**config.mk**
```make
export PLATFORM = sky130hd
export DESIGN_NAME = control_unit
export DESIGN_NICKNAME = d
export VERILOG_FILES = /design/src/rtl/control_unit.sv
export SDC_FILE = /design/constraint.sdc
export NUM_CORES = 1
export LEC_CHECK = 0
export ABC_CLOCK_PERIOD_IN_PS = 2140
export BUFFER_PORTS_ARGS = -buffer_cell sky130_fd_sc_hd__buf_2
export CORE_ASPECT_RATIO = 1.2
export CORE_MARGIN = 2
export CORE_UTILIZATION = 52
export DETAILED_ROUTE_END_ITERATION = 6
export GPL_ROUTABILITY_DRIVEN = 0
export PLACE_DENSITY = 0.79
export SLEW_MARGIN = 10
export SYNTH_ARGS = -nofsm -noshare
export SYNTH_HDL_FRONTEND = slang
export SYNTH_SLANG_ARGS = --single-unit
```
**constraint.sdc**
```tcl
create_clock -name i_clk -period 2.14 [get_ports i_clk]
set_clock_uncertainty 0.15 [all_clocks]
set_input_delay 0.321 -clock i_clk [delete_from_list [all_inputs] [get_ports i_clk]]
set_output_delay 0.321 -clock i_clk [all_outputs]
set_load 0.02 [all_outputs]
```
**src/rtl/control_unit.sv**
```systemverilog
// Multicycle fetch/decode/sequencing stage: 3 cycles per ALU op/jump/st, 4 per ld, plus one per memory wait.
// Fetch and data requests hold stable until acked; reset drops them combinationally in the same cycle.
module control_unit (
   input  logic       i_clk,
   input  logic       i_rst,
   input  logic       i_run,
   output logic       o_imem_req,
   output logic [3:0] o_imem_addr,
   input  logic       i_imem_ack,
   input  logic [7:0] i_imem_data,
   output logic       o_dmem_req,
   output logic       o_dmem_we,
   output logic [3:0] o_dmem_addr,
   output logic [3:0] o_dmem_wdata,
   input  logic       i_dmem_ack,
   input  logic [3:0] i_dmem_rdata,
   output logic [3:0] o_alu_op,
   output logic [3:0] o_alu_rx,
   output logic [3:0] o_alu_ry,
   output logic [3:0] o_alu_mem,
   input  logic [3:0] i_alu_out,
   input  logic       i_alu_z,
   input  logic       i_alu_n,
   output logic [3:0] o_pc,
   output logic       o_retire,
   output logic       o_busy
);

   typedef enum logic [2:0] {S_FETCH, S_DECODE, S_EXEC, S_MEM, S_WB} state_t;

   localparam logic [3:0] OP_LD = 4'b1110;
   localparam logic [3:0] OP_ST = 4'b1111;

   state_t     r_state;
   logic [7:0] r_ir;
   logic [3:0] r_pc;
   logic [3:0] r_rf [4];
   logic       r_z;
   logic       r_n;
   logic [3:0] r_mdr;
   logic       r_ireq_pend;

   logic [3:0] w_op;
   logic [1:0] w_rx;
   logic [1:0] w_ry;
   logic [3:0] w_pc_inc;
   logic       w_is_st;
   logic       w_imem_req;
   logic       w_dmem_req;
   logic       w_taken;
   logic       w_writes_rf;

   assign w_op        = r_ir[7:4];
   assign w_rx        = r_ir[3:2];
   assign w_ry        = r_ir[1:0];
   assign w_pc_inc    = r_pc + 4'd1;
   assign w_is_st     = (w_op == OP_ST);
   assign w_writes_rf = (w_op >= 4'd1) && (w_op <= 4'd8);

   // A request, once raised, stays up through run dropping until the ack arrives.
   assign w_imem_req = !i_rst && (r_state == S_FETCH) && (i_run || r_ireq_pend);
   assign w_dmem_req = !i_rst && (r_state == S_MEM);

   always_comb begin
      w_taken = 1'b0;
      case (w_op)
         4'b1001: w_taken = 1'b1;
         4'b1010: w_taken = r_z;
         4'b1011: w_taken = !r_z;
         4'b1100: w_taken = r_n;
         4'b1101: w_taken = !r_n;
         default: w_taken = 1'b0;
      endcase
   end

   always_comb begin
      o_alu_op = 4'b0000;
      if (!i_rst && r_state == S_EXEC)
         o_alu_op = w_op;
      else if (!i_rst && r_state == S_WB)
         o_alu_op = OP_LD;
   end

   assign o_imem_req   = w_imem_req;
   assign o_imem_addr  = r_pc;
   assign o_dmem_req   = w_dmem_req;
   assign o_dmem_we    = w_dmem_req && w_is_st;
   assign o_dmem_addr  = r_rf[w_ry];
   assign o_dmem_wdata = r_rf[w_rx];
   assign o_alu_rx     = r_rf[w_rx];
   assign o_alu_ry     = r_rf[w_ry];
   assign o_alu_mem    = r_mdr;
   assign o_pc         = i_rst ? 4'd0 : r_pc;
   assign o_retire     = !i_rst && ((r_state == S_EXEC) || (r_state == S_WB) ||
                                    (w_dmem_req && i_dmem_ack && w_is_st));
   assign o_busy       = (r_state != S_FETCH) || w_imem_req;

   always_ff @(posedge i_clk) begin
      if (i_rst) begin
         r_state     <= S_FETCH;
         r_ir        <= 8'd0;
         r_pc        <= 4'd0;
         r_z         <= 1'b0;
         r_n         <= 1'b0;
         r_mdr       <= 4'd0;
         r_ireq_pend <= 1'b0;
         for (int i = 0; i < 4; i++) r_rf[i] <= 4'd0;
      end else begin
         case (r_state)
            S_FETCH: begin
               if (w_imem_req) begin
                  if (i_imem_ack) begin
                     r_ir        <= i_imem_data;
                     r_ireq_pend <= 1'b0;
                     r_state     <= S_DECODE;
                  end else begin
                     r_ireq_pend <= 1'b1;
                  end
               end
            end
            S_DECODE: begin
               r_state <= (w_op == OP_LD || w_op == OP_ST) ? S_MEM : S_EXEC;
            end
            S_EXEC: begin
               if (w_writes_rf) begin
                  r_rf[w_rx] <= i_alu_out;
                  r_z        <= i_alu_z;
                  r_n        <= i_alu_n;
               end
               r_pc    <= w_taken ? i_alu_out : w_pc_inc;
               r_state <= S_FETCH;
            end
            S_MEM: begin
               if (i_dmem_ack) begin
                  if (w_is_st) begin
                     r_pc    <= w_pc_inc;
                     r_state <= S_FETCH;
                  end else begin
                     r_mdr   <= i_dmem_rdata;
                     r_state <= S_WB;
                  end
               end
            end
            S_WB: begin
               r_rf[w_rx] <= i_alu_out;
               r_z        <= i_alu_z;
               r_n        <= i_alu_n;
               r_pc       <= w_pc_inc;
               r_state    <= S_FETCH;
            end
            default: r_state <= S_FETCH;
         endcase
      end
   end

endmodule

```
* Word level (Yosys, flattened, before mapping)
Memories as Yosys holds them, arrays and structs flattened. A register that Yosys moved wholly into a read port is not among the register bits.
Cells that the tools add are included.
** Operators by class
- Reduce and logical (&&, ||, !) cells :: 29
- Multiply operators :: 0
- Shift operators :: 0
- Add/sub/neg operators :: 1
- Eq/ne operators :: 16
- Muxes and demuxes :: 36
- $lt $le $gt $ge :: 2
- Bitwise gates (word level) :: 2
- Div/mod/pow operators :: 0
** Operators by type and width (count)
- $mux W4 :: 8
- $eq A4 B4 Y1 const B :: 7
- $mux W1 :: 14
- $mux W3 :: 4
- $pmux W4 S3 :: 1
- $reduce_and A3 Y1 :: 4
- $logic_and A1 B1 Y1 :: 10
- $mux W2 :: 5
- $ne A2 B2 Y1 const B :: 5
- $pmux W3 S3 :: 1
- $eq A3 B2 Y1 const B :: 2
- $reduce_bool A3 Y1 :: 2
- $logic_or A1 B1 Y1 :: 5
- $pmux W1 S5 :: 1
- $add A4 B1 Y4 const B :: 1
- $ge A4 B1 Y1 const B :: 1
- $le A4 B4 Y1 const B :: 1
- $pmux W1 S2 :: 2
- $reduce_and A2 Y1 :: 2
- $reduce_or A4 Y1 :: 1
- $eq A3 B1 Y1 const B :: 1
- $eq A3 B3 Y1 const B :: 1
- $logic_not A1 Y1 :: 3
- $logic_not A3 Y1 :: 1
- 3 further kinds :: 3
** Word-level totals
- Logic and storage cells :: 94
- Memories :: 1
- Bits in writable memories :: 16
- Memory bits (read-only) :: 0
- Flip-flop bits (word level) :: 22
- Output and inout bits :: 37
- Latch bits :: 0
** Memories
- r_rf :: depth 4, bits a word 4, rd ports 2, clocked after Yosys merged registers in 2, wr ports 4, line 37 : logic [3:0] r_rf [4];

* Logic depth before layout (Yosys ltp)
Gate-level depths: netlist of run 1.
- Word-level depth :: 9
- Depth in mapped cells :: 8
- Depth with buffers taken out :: 5

* Worst setup path after synthesis of run 1
Ideal clock, no wire load.
- Kind :: input-to-reg
- Start :: input port i_rst
- End :: register r_state[0]
- Buffers on the path :: 2
- Stages :: 6
- Setup slack :: 0.077 ns
- Data arrival time :: 1.801 ns
- Data required time :: 1.878 ns
- Setup time :: 0.112 ns
- Cells stage by stage :: clkbuf_1 -> or2_1 -> buf_2 -> nor4_4 -> nand2_2 -> a2111oi_1
** Between the ends
- Cells in the longest elaborated chain, start to end :: 5
** RTL lines
- from (decl) :: line 5 : input logic i_rst,
- $logic_not A1 Y1 :: line 61 : assign w_imem_req = !i_rst && (r_state == S_FETCH) && (i_run || r_ireq_pend);
- $logic_and A1 B1 Y1 (2 in series) :: line 61
- net o_imem_req :: line 7 : output logic o_imem_req,
- $ne A2 B2 Y1 (no line)
- $reduce_and A3 Y1 (no line)
- to (signal assigned) :: line 122 : r_state <= (w_op == OP_LD || w_op == OP_ST) ? S_MEM : S_EXEC;
- to (decl) :: line 34 : state_t r_state;
The timed path passes the listed nets, and every way through them passes these cells.
A chain may end at the register's enable or synchronous reset.

* Worst setup path after layout of run 1
- Start :: register r_state[2]
- End :: output port o_retire
** Between the ends
- Cells in the longest elaborated chain, start to end :: 6
** RTL lines
- $eq A3 B2 Y1 :: line 62 : assign w_dmem_req = !i_rst && (r_state == S_MEM);
- $logic_and A1 B1 Y1 :: line 62
- $logic_and A1 B1 Y1 (2 in series) :: line 95 : (w_dmem_req && i_dmem_ack && w_is_st));
- $logic_or A1 B1 Y1 (*) :: line 94 : assign o_retire = !i_rst && ((r_state == S_EXEC) || (r_state == S_WB) ||
- $logic_and A1 B1 Y1 (*) :: line 94
- to (decl) :: line 25 : output logic o_retire,
Mark *: on every way between the ends. The rest lies on a longest branch, timed or not.

==> flow_metrics.tcl, run 1 <==
set metrics [dict create \
    ys_seq_elements 42 \
    finalCritPeriodShare_pct 99.41 \
    htreeDepth 2 \
    post-route-worst-setup-slack_ns 0.01268 \
    ys_seq_area_share_pct 46.22 \
    status "complete, no violations" \
    ir_drop_uv 590.8 \
    place_ws_ns 0.1708 \
    num_antenna_cells 0 \
    whs_endpoint "r_state[1]" \
    hold_buffers 0 \
    syn_avg_cell_area_um2 10.26 \
    min-delay-start "i_dmem_ack" \
    io_buffers 59 \
    synth_top_area_share_pct 24.03 \
    crit_arrival_ns 1.66 \
    clockBufferDepth 2 \
    ant_nets 0 \
    finalMaxSlewViolations 0 \
    worst_pin_slew_ns 0.4503 \
    cp-start-kind "register" \
    crit_fanout 9 \
    synth_area_um2 2166 \
    startpoint "r_state[2]" \
    utilization_pct 66.83 \
    drive_gt1_share_pct 40.66 \
    dpl_cell_area_um2 2470 \
    fp-row-count 25 \
    start_util_pct 54.52 \
    syn_nets 235 \
    clk_pin_slew_worst_paths_ns 0.08 \
    track_usage_pct 20.15 \
    yosysWarningCount 0 \
    core_area_um2 3973 \
    yosysTopAreaCell "dfxtp_1" \
    timing.rr.end "r_rf[2][1]" \
    hpwl_um 3417 \
    hold_class "input pin to register" \
    drc 0 \
    area_growth_pct 22.59 \
    synth.distinct_cells 43 \
    netlist_instances 211 \
    ios 60 \
    nets 296 \
    die-area_um2 4699 \
    powerDensity_nw_per_um2 650.5 \
    cts_buffers 5 \
    mostFrequentLayoutCells "buf_2 (58), nand2_1 (26), dfxtp_1 (20), and2_1 (17), buf_4 (17)" \
    antenna_found_initial 0 \
    die_h_um 74.70 \
    clk-insertion-delay-late_ns 0.29 \
    async_flop_share_pct 0 \
    reg2reg_slack_ns 0.12 \
    drtPass1Iterations 4 \
    grt_pass1_vias 1705 \
    r2r_start "r_ir[5]" \
    max_slew_margin_pct 69.75 \
    setup_viol 0 \
    required_ns 1.67 \
    grt_pass1_wl_um 7327 \
    power.total_uw 1727 \
    fill_cells 336 \
    drtIter0Drc 39 \
    drt_wl_total_um 4665 \
    cts_tree "done" \
    max_cap_violations 0 \
    rsz0062_at_grt "true" \
    fp.dieW_um 62.92 \
    wl_per_cell_um 14.27 \
    fin_setup_tns_ns 0 \
    p_leak_uw 0.001171 \
    avgViaCountPerCell 5.462 \
    synth-edff-count 16 \
    holdPathStages 2 \
    overflow 0 \
    hold_viol 0 \
    dominantRegCellSynth "dfxtp_1" \
    cts.sinks 42 \
    path_class "register to output pin" \
    reg2reg_depth 6 \
    fin_crit_ns 2.127 \
    cts-root-buf "clkbuf_8" \
    yosys-top-cells-area "dfxtp_1 (24%), edfxtp_1 (22%), mux4_2 (8.3%)" \
    final_common_cell "buf_2" \
    final_cell_area_um2 2655 \
    cp-end-kind "output pin" \
    fmax_ghz 0.4701 \
    grt_max_degree 36 \
    vias 1786 \
]
==> cells in the mapped netlist (2+ instances only) <==
master	number
nor3b_1	4
buf_4	12
a211oi_1	2
mux4_2	8
dfxtp_1	26
nand2b_1	2
or2_1	3
nor3_1	7
clkbuf_1	6
nand3b_1	9
a21oi_1	9
nand3_1	5
nor2b_1	6
nand4_1	3
nand4b_1	3
edfxtp_1	16
a31oi_1	3
mux2i_1	6
buf_2	2
nand2_1	26
and2_1	17
nor2_1	15
==> sequential cells by signal, summed over array words and instances (netlist names), named ones only <==
register	cells
o_alu_mem	4
o_imem_addr	4
r_ir	8
r_ireq_pend	1
r_n	1
r_rf	16
r_state	3
r_z	1
==> area by class of cell <==
type	instances	area (um2)	area share, %
clock buffer	6	72.57	2.733
clock inverter	2	10.01	0.3770
inverter	2	7.507	0.2828
multi-input combinational	146	1059	39.87
sequential	42	1021	38.45
tap	54	67.56	2.545
timing repair buffer	75	417.9	15.74
==> logic make-up (layout without fill, tap and decap cells) <==
kind of cell	Yosys count	in the layout	share of synthesized area, %
multiplexers	14	14	11.09
buffers and inverters	23	85	6.528
AND/OR/NAND/NOR	111	111	29.58
flip-flops	42	42	46.22
XOR/XNOR	1	1	0.4045
AO/OA/AOI/OAI	19	19	5.604
adder cells (fa/ha/maj)	1	1	0.5776
==> per-stage QoR <==
step / std cells / hold slack (ns)
final: 327 / 0.05803
after global routing: 327 / 0.06790
after CTS: 323 / 0.05973
after detailed placement: 313 / 0.3247
after global placement: 313 / 0.3192
after floorplan: 211 / 0.2624
==> timing repair <==
action,4_1_cts,5_1_grt
gates cloned,0,0
setup endpoints to repair,1,13
pin swaps,0,1
resized for setup,10,8
hold endpoints to repair,0,0
buffers inserted,2,4
==> report_power, final <==
group / switching (uW) / internal [uW] / total, uW
clock: 259 / 226 / 485
combinational: 191 / 141 / 333
sequential: 42.2 / 867 / 910
==> critical path: stages, from the launching register on <==
cell,delay (ns)
dfxtp_4,0.39
or4_4,0.54
and2_4,0.19
nor2_1,0.10
buf_4,0.15
==> layer usage <==
layer,vias up,GRT usage (%),part of all wire (%)
met5,-,0,0
met4,0,6.173,1.1
met3,6,3.288,4.9
met2,59,41.25,56
met1,858,21.14,38
li1,863,-,-
==> worst max path at each step <==
stage	endpoint	depth (start not counted)
after CTS	o_retire	5
after global routing	o_retire	4
final	o_retire	4
after detailed placement	o_retire	5
after global placement	o_retire	5
after floorplan	r_state[0]	6
(Power assumes the default switching activity.)
==> inputs of run 2 (changes only) <==
BUFFER_PORTS_ARGS = unset   (was -buffer_cell sky130_fd_sc_hd__buf_2)
CORE_UTILIZATION = 55   (was 52)
DONT_BUFFER_PORTS = 1   (was unset)
PLACE_DENSITY = 0.7   (was 0.79)
==> run 2 against run 1 <==
Maximum frequency up 2.5%. Count of clock-buffer cells in the layout is the same. Utilization decreased by 0.59 points. Via count down 10%. Largest cell class unchanged.
==> flow_metrics.tcl, run 2 (same netlist as run 1, synthesis figures left out) <==
set metrics [dict create \
    worst-path-stages 5 \
    status "complete, no violations" \
    mostFrequentLayoutCells "nand2_1 (26), dfxtp_1 (20), buf_4 (20), and2_1 (17), edfxtp_1 (16)" \
    ir_drop_uv 561.8 \
    rsz0062_at_grt "false" \
    power_frac_clock_pct 38.9 \
    io_buffers 0 \
    comb_power_share_pct 14.2 \
    cts_buffers 5 \
    register_area_um2 1021 \
    place_ws_ns 0.06439 \
    grt_max_degree 28 \
    worst_pin_slew_ns 0.5400 \
    cp_top_family "simple AND/OR/NAND/NOR gates" \
    crit_chain "nand4_4 > or4_4 > and2_4 > nor2_4 > buf_6" \
    regMostFlops "r_rf" \
    timing.rr.end "r_rf[0][1]" \
    fill_cells 306 \
    dpl_cell_area_um2 2197 \
    cts_tree "done" \
    final_common_cell "nand2_1" \
    crit_path_max_incr_delay_ns 0.43 \
    finalMaxSlewViolations 0 \
    powerDensity_nw_per_um2 767.9 \
    htreeDepth 2 \
    clockBufferDepth 2 \
    fin_crit_ns 2.076 \
    drtIter0Drc 49 \
    fmax_ghz 0.4817 \
    hold_class "input pin to register" \
    crit_fanout 4 \
    track_usage_pct 21.87 \
    fp-row-count 25 \
    post-route-worst-setup-slack_ns 0.06397 \
    overflow 0 \
    p_sw_share_pct 24.38 \
    power.internal_uw 1480 \
    avgViaCountPerCell 5.705 \
    path_class "register to output pin" \
    cts-root-buf "clkbuf_8" \
    drt_wl_total_um 4506 \
    required_ns 1.67 \
    crit_arrival_ns 1.61 \
    reg_top3 "r_rf x16, r_ir x8" \
    num_antenna_cells 0 \
    clk-insertion-delay-late_ns 0.29 \
    drc 0 \
    setup.worst_path.end "o_retire" \
    vias 1603 \
    fp.dieW_um 61.29 \
    utilization_pct 66.24 \
    multi_input_area_um2 1069 \
    power_frac_seq_pct 47.0 \
    start_util_pct 56.29 \
    clk_pin_slew_worst_paths_ns 0.08 \
    setup_viol 0 \
    reg2reg_depth 5 \
    core_area_um2 3847 \
    final_cell_area_um2 2549 \
    grt_pass1_vias 1613 \
    crit_buf_inv 1 \
    r2r_start "r_ir[4]" \
    antenna_found_initial 0 \
    ant_nets 0 \
    die-area_um2 4458 \
    fin_setup_tns_ns 0 \
    reg2reg_slack_ns 0.14 \
    startpoint "r_ir[6]" \
    max_slew_margin_pct 63.92 \
    cp-end-kind "output pin" \
    die_h_um 72.74 \
    drtPass1Iterations 4 \
    area_growth_pct 17.68 \
    cp-start-kind "register" \
    cts.sinks 42 \
    crit_path_top_delay_cell "or4_4" \
    ios 60 \
    finalCritPeriodShare_pct 97.01 \
    nets 250 \
    p_leak_uw 0.0009816 \
    hold_viol 0 \
    hpwl_um 3210 \
    largest_register_ffs 16 \
    max_cap_violations 0 \
    power_switching_uw 477.1 \
    grt_pass1_wl_um 7293 \
    drive_gt1_share_pct 25.99 \
    wl_per_cell_um 16.04 \
]
-- run 2: worst reg2reg max path: stages, from the launching register on --
cell and delay, ns:
dfxtp_4 0.38, nor3_1 0.25, xnor2_1 0.20, a31oi_1 0.21, nor3_1 0.28, or2_1 0.23
-- run 2: stage by stage --
step                      hold WS (ns)  power, uW  instances
after global routing          0.007681       2039        281
after global placement          0.2450       1162        257
after floorplan                 0.2624       1164        211
after detailed placement        0.2458       1171        257
after CTS                    0.0006148       1952        277
final                          0.01225       1957        281
-- run 2: what timing repair did --
| action | 4_1_cts | 5_1_grt |
|---|---|---|
| hold endpoints to repair | 16 | 2 |
| setup endpoints to repair | 1 | 11 |
| gates resized for setup | 11 | 10 |
| hold buffers | 7 | 1 |
| buffers inserted | 5 | 3 |
-- run 2: layout make-up --
type	instances	share of cell area (%)
multi-input cells	146	41.92
flip-flops and latches	42	40.06
repair buffers	29	9.475
clock buffers	6	3.240
well taps	54	2.651
clock inverters	2	2.356
inverters	2	0.2946
-- run 2: power groups by stage --
stage / registers [uW] / logic (uW) / clock network [uW]
2_1_floorplan: 916 / 248 / 0
3_3_place_gp: 936 / 226 / 0
3_5_place_dp: 940 / 231 / 0
4_1_cts: 916 / 262 / 774
5_1_grt: 925 / 304 / 810
6_report: 919 / 277 / 761
-- run 2: worst min-delay path by stage --
stage | startpoint | endpoint | slack [ns] | cells after the start
final | i_imem_data[0] | r_ir[0] | 0.01 | 2
after global placement | i_rst | o_imem_addr[0] | 0.24 | 1
after global routing | i_imem_data[3] | r_ir[3] | 0.008 | 2
after CTS | i_imem_data[1] | r_ir[1] | 0.0006 | 2
after floorplan | i_dmem_ack | r_state[1] | 0.26 | 1
after detailed placement | i_rst | o_imem_addr[0] | 0.25 | 1
-- run 2: per-layer routing --
| metal | vias up | part of all wire [%] | GRT usage [%] |
|---|---|---|---|
| met5 | - | 0 | 0 |
| met4 | 0 | 1.9 | 7.246 |
| met3 | 11 | 4.7 | 4.965 |
| met2 | 60 | 57 | 40.54 |
| met1 | 761 | 36 | 23.55 |
| li1 | 771 | - | - |
